[config.mk]
export PLATFORM = sky130hd
export DESIGN_NAME = lock_sequencer
export DESIGN_NICKNAME = d
export VERILOG_FILES = /design/src/rtl/lock_sequencer.sv
export SDC_FILE = /design/constraint.sdc
export NUM_CORES = 1
export LEC_CHECK = 0
export ABC_AREA = 1
export BUFFER_PORTS_ARGS = -buffer_cell sky130_fd_sc_hd__buf_2
export CORE_ASPECT_RATIO = 1.25
export CORE_MARGIN = 3
export CORE_UTILIZATION = 55
export CTS_BUF_LIST = sky130_fd_sc_hd__clkbuf_4 sky130_fd_sc_hd__clkbuf_8
export CTS_CLUSTER_SIZE = 40
export DETAILED_ROUTE_END_ITERATION = 7
export PLACE_DENSITY = 0.91
export SLEW_MARGIN = 20
export SYNTH_ARGS = -nofsm -noshare
export SYNTH_HDL_FRONTEND = slang
export SYNTH_SLANG_ARGS = --single-unit
[constraint.sdc]
create_clock -name clk -period 3.35 [get_ports clk]
set_clock_uncertainty 0.05 [all_clocks]
set_input_delay 0.335 -clock clk [delete_from_list [all_inputs] [get_ports clk]]
set_output_delay 0.335 -clock clk [all_outputs]
set_load 0.02 [all_outputs]
[src/rtl/lock_sequencer.sv]
// rtl/lock_sequencer.sv - code entry, settle, check, open and lockout sequencer for encrypted_lock
module lock_sequencer #(
    parameter int SETTLE_CYCLES  = 2,
    parameter int OPEN_CYCLES    = 8,
    parameter int MAX_FAIL       = 3,
    parameter int LOCKOUT_CYCLES = 16
) (
    input  logic       clk,
    input  logic       rst,
    input  logic [5:0] code_in,
    input  logic       enter,
    input  logic       relock,
    output logic [5:0] lock_code,
    input  logic       lock_z,
    output logic       unlocked,
    output logic       alarm,
    output logic       busy,
    output logic       fail_pulse,
    output logic [3:0] attempts_left
);

    localparam int MAX_SO = (SETTLE_CYCLES > OPEN_CYCLES) ? SETTLE_CYCLES : OPEN_CYCLES;
    localparam int MAX_T  = (MAX_SO > LOCKOUT_CYCLES) ? MAX_SO : LOCKOUT_CYCLES;
    localparam int TW     = (MAX_T < 1) ? 1 : $clog2(MAX_T + 1);

    localparam logic [TW-1:0] SETTLE_LAST  = TW'(SETTLE_CYCLES - 1);
    localparam logic [TW-1:0] OPEN_LAST    = TW'(OPEN_CYCLES - 1);
    localparam logic [TW-1:0] LOCKOUT_LAST = TW'(LOCKOUT_CYCLES - 1);
    localparam logic [3:0]    MAX_FAIL_W   = 4'(MAX_FAIL);

    typedef enum logic [2:0] {
        S_IDLE    = 3'd0,
        S_APPLY   = 3'd1,
        S_CHECK   = 3'd2,
        S_OPEN    = 3'd3,
        S_LOCKOUT = 3'd4
    } state_t;

    state_t        state;
    state_t        next_state;
    logic [TW-1:0] timer;
    logic [3:0]    fail_cnt;
    logic [3:0]    fail_cnt_inc;

    // Failure count never wraps: it stops at the limit.
    assign fail_cnt_inc = (fail_cnt >= MAX_FAIL_W) ? MAX_FAIL_W : fail_cnt + 4'd1;

    // State register.
    always_ff @(posedge clk or posedge rst) begin
        if (rst) begin
            state <= S_IDLE;
        end else begin
            state <= next_state;
        end
    end

    // Next-state decode; lock_z only matters in the single CHECK cycle.
    always_comb begin
        next_state = state;
        case (state)
            S_IDLE: begin
                if (enter) begin
                    next_state = S_APPLY;
                end
            end
            S_APPLY: begin
                if (timer == SETTLE_LAST) begin
                    next_state = S_CHECK;
                end
            end
            S_CHECK: begin
                if (lock_z) begin
                    next_state = S_OPEN;
                end else if (fail_cnt_inc == MAX_FAIL_W) begin
                    next_state = S_LOCKOUT;
                end else begin
                    next_state = S_IDLE;
                end
            end
            S_OPEN: begin
                if (relock || timer == OPEN_LAST) begin
                    next_state = S_IDLE;
                end
            end
            S_LOCKOUT: begin
                if (timer == LOCKOUT_LAST) begin
                    next_state = S_IDLE;
                end
            end
            default: begin
                next_state = S_IDLE;
            end
        endcase
    end

    // Datapath registers: phase timer, latched code, failure count, reject pulse.
    always_ff @(posedge clk or posedge rst) begin
        if (rst) begin
            timer      <= '0;
            lock_code  <= 6'd0;
            fail_cnt   <= 4'd0;
            fail_pulse <= 1'b0;
        end else begin
            // Timer restarts on every state change so each phase counts from zero.
            if (state == S_IDLE || next_state != state) begin
                timer <= '0;
            end else begin
                timer <= timer + TW'(1);
            end

            if (state == S_IDLE && enter) begin
                lock_code <= code_in;
            end else if (next_state == S_IDLE) begin
                lock_code <= 6'd0;
            end

            if (state == S_CHECK) begin
                fail_cnt <= lock_z ? 4'd0 : fail_cnt_inc;
            end else if (state == S_LOCKOUT && next_state == S_IDLE) begin
                fail_cnt <= 4'd0;
            end

            fail_pulse <= (state == S_CHECK) && !lock_z;
        end
    end

    // Status outputs decoded from registered state only.
    always_comb begin
        unlocked      = (state == S_OPEN);
        alarm         = (state == S_LOCKOUT);
        busy          = (state != S_IDLE);
        attempts_left = (state == S_LOCKOUT) ? 4'd0 : MAX_FAIL_W - fail_cnt;
    end

endmodule

==> impl_metrics.yaml <==
route:
  drc_errors: 0
  drt_iter0_drc: 24
  drtAntennaViolNets: 0
  firstDrtPassIters: 4
  via_count: 964
  wl_per_cell_um: 11.2
  routed_wl_um: 2080
  avgViaCountPerCell: 5.18
sta:
  timing.final.ws_setup_ps: 1480
  rsz0062_at_grt: "false"
  drv_slew: 0
  min_period_ps: 1870
  fmax_mhz: 535
  hold_viol_final: 0
  finalSetupViolCount: 0
  maxSlewHeadroom_pct: 51.7
  finalHoldWorstSlack_ps: 93.7
  worst_slew_pin_slew_ps: 724
  setup_tns_ps: 0
  finalCritPeriodShare_pct: 55.8
power:
  pwr-share-comb_pct: 49.2
  power-per-cell-area_nw_per_um2: 759
  seq_power_share_pct: 37.7
  totalPowerFinal_uw: 939
  power.switching_uw: 439
  swShare_pct: 46.8
  p_clk_share_pct: 13.1
  ir_drop_mv: 0.689
  p_int_uw: 500
  leakagePower_uw: 0.000731
floorplan:
  core_area_um2: 1810
  start_util_pct: 58.8
  die_w_um: 45.3
  dieArea_um2: 2500
  io_pins: 25
  fp-row-count: 17
  die_h_um: 55.2
placed_design:
  dp_slack_ps: 1510
  gp_congestion: 0.907
  dp_hpwl_um: 1660
  io_buffers: 24
  dp.cells: 182
synth:
  synth_seq_area_share_pct: 44.7
  syn_area_um2: 1060
  synth.area.mux_share_pct: 0
  postSynthCellCount: 139
  synth_xor_area_share_pct: 1.65
  synth_top_family_by_area: "simple AND/OR/NAND/NOR gates"
  avgSynthCellArea_um2: 7.65
  syn_nets: 155
  synth-simple-area-share_pct: 35.8
  synthAdderAreaFrac_pct: 5.88
  yosysWarnings: 0
  synth.distinct_cells: 19
  synth_compound_area_share_pct: 4.24
  ys_ff_latch: 19
final_layout:
  multi_input_area_um2: 505
  final_layout_size_suffix_gt1_share_pct: 24.6
  stdcell_count: 186
  syn_to_final_growth_pct: 16.4
  fillCellCount: 151
  finalNetCount: 184
  ff_latch_area_um2: 475
  diodes: 0
critical_path:
  crit_path_top_delay_cell: "dfrtp_1"
  critical_path.max_fanout: 6
  critPathRequiredTime_ps: 3490
  crit_chain: "inv_1 -> ha_1 -> inv_1 -> nor2_1 -> o21ai_0 -> nand4_1 -> nand2_1 -> nor2_2 -> nand2_2 -> nand3_1 -> nand2_1"
  critPathKind: "reg -> reg"
  cp-startpoint: "fail_cnt[2]$_DFFE_PP0P_"
  reg2reg_depth: 11
  cp_data_arrival_time_ps: 2010
  r2r-start: "fail_cnt[2]$_DFFE_PP0P_"
  slowest_delay_ps: 440
  worstSetupStartpointType: "flip-flop"
  regToRegSetupSlack_ps: 1480
  r2r_end: "fail_cnt[0]$_DFFE_PP0P_"
  crit_path_end: "fail_cnt[0]$_DFFE_PP0P_"
  end_kind: "flip-flop"
status:
  status: "complete, no violations"
clock_network:
  clockBufferDepth: 2
  clockRootBuffer: "clkbuf_4"
  clock_insertion_delay_worst_skew_ps: 290
  cts_resized: 0
  cts_hold_buf: 0
  cts.clk_slew.worst_paths_ps: 110
  htreeDepth: 1
  cts_buffers: 3
  cts_setup_buffers: 0
  clock_sinks: 19
  cts_tree: "done"
global_routing:
  grt_use_total_pct: 17.9
  grt_pass1_wl_um: 3340
  first_global_vias: 895
  antenna_found_initial: 0
  grt_max_degree: 20
  overflow: 0
flow_run:
  max_cap_violations: 0
worst_hold_path:
  hold_path.class: "in -> async"
[per-layer routing]
metal  vias to the layer above  share of wire [%]  GRT usage, %  wire length [um]
met5                         -                  0             0                 0
li1                        487                  -             -                 -
met1                       446                 41          19.4               855
met2                        29                 54          34.4              1120
met4                         0               0.58          4.39                12
met3                         2                4.7          3.88                97
[cell type report]
class,count,share of cell area [%]
Timing Repair Buffer,24,9.71
Inverter,22,6.67
Clock buffer,4,2.43
Multi-Input combinational cell,98,40.8
Tap cell,19,1.92
Sequential cell,19,38.4
[layout by cell type, fill, tap and decap left out, drive strengths merged]
| cell | netlist | final |
|---|---|---|
| a21oi | 1 | 1 |
| buf | 0 | 24 |
| clkbuf | 0 | 4 |
| dfrtp | 19 | 19 |
| ha | 5 | 5 |
| inv | 22 | 22 |
| nand2 | 39 | 39 |
| nand3 | 15 | 15 |
| nand3b | 1 | 1 |
| nand4 | 2 | 2 |
| nor2 | 26 | 26 |
| nor3 | 1 | 1 |
| o21ai | 5 | 5 |
| o31ai | 1 | 1 |
| xnor2 | 1 | 1 |
| xor2 | 1 | 1 |
[worst max-delay path, delay by kind of cell, from the launching register on]
family / cells / cell delay [ps]
AOI/OAI and AO/OA: 1 / 150
DFF: 1 / 440
and+or+nand+nor: 7 / 840
buffers and inverters: 2 / 140
adders and majority gates: 1 / 150
[registers in the layout, indices dropped and copies added (netlist names)]
register	cells
fail_cnt	4
fail_pulse	1
lock_code	6
state	3
timer	5
[through the flow]
stage / area (um^2) / util [%]
after floorplan: 1060 / -
after global placement: 1210 / 66.8
after detailed placement: 1210 / 66.8
after CTS: 1240 / 68.4
after global routing: 1240 / 68.4
final: 1240 / 68.4
[how the worst min path moves through the flow]
| stage | end | slack (ps) | cells past startpoint |
|---|---|---|---|
| CTS | fail_cnt[0]$_DFFE_PP0P_ | 110 | 2 |
| global placement | fail_pulse$_DFF_PP0_ | 420 | 2 |
| finish | lock_code[3]$_DFFE_PP0P_ | 90 | 2 |
| floorplan | fail_cnt[0]$_DFFE_PP0P_ | 240 | 1 |
| detailed placement | timer[0]$_DFF_PP0_ | 430 | 1 |
| global route | fail_cnt[3]$_DFFE_PP0P_ | 140 | 2 |
[kinds of logic (layout without fill, tap and decap cells)]
kind of cell | Yosys count | count (layout)
AND/OR/NAND/NOR | 84 | 84
buffers and inverters | 22 | 50
flip-flops | 19 | 19
AO/OA/AOI/OAI | 7 | 7
adder cells (fa/ha/maj) | 5 | 5
XOR/XNOR | 2 | 2
[synth_stat cells]
cell	instances	area share, %
o21ai_0	3	1.4
xnor2_1	1	0.82
o21ai_2	2	1.6
a21oi_1	1	0.47
o31ai_1	1	0.71
ha_1	5	5.9
nor3_4	1	1.5
nand3_1	13	6.1
inv_2	2	0.71
nor2_1	22	7.8
nor2_2	4	2.4
nand3b_1	1	0.71
dfrtp_1	19	45
nand2_1	37	13
nand2_2	2	1.2
inv_1	20	7.1
nand3_2	2	1.9
nand4_1	2	1.2
xor2_1	1	0.82
[power groups by stage]
| stage | clock, uW | sequential [uW] | combinational, uW |
|---|---|---|---|
| floorplan | 0 | 387 | 311 |
| global placement | 0 | 355 | 451 |
| finish | 123 | 354 | 462 |
| CTS | 127 | 355 | 468 |
| global route | 135 | 365 | 524 |
| detailed placement | 0 | 359 | 467 |
(Power assumes the default switching activity.)
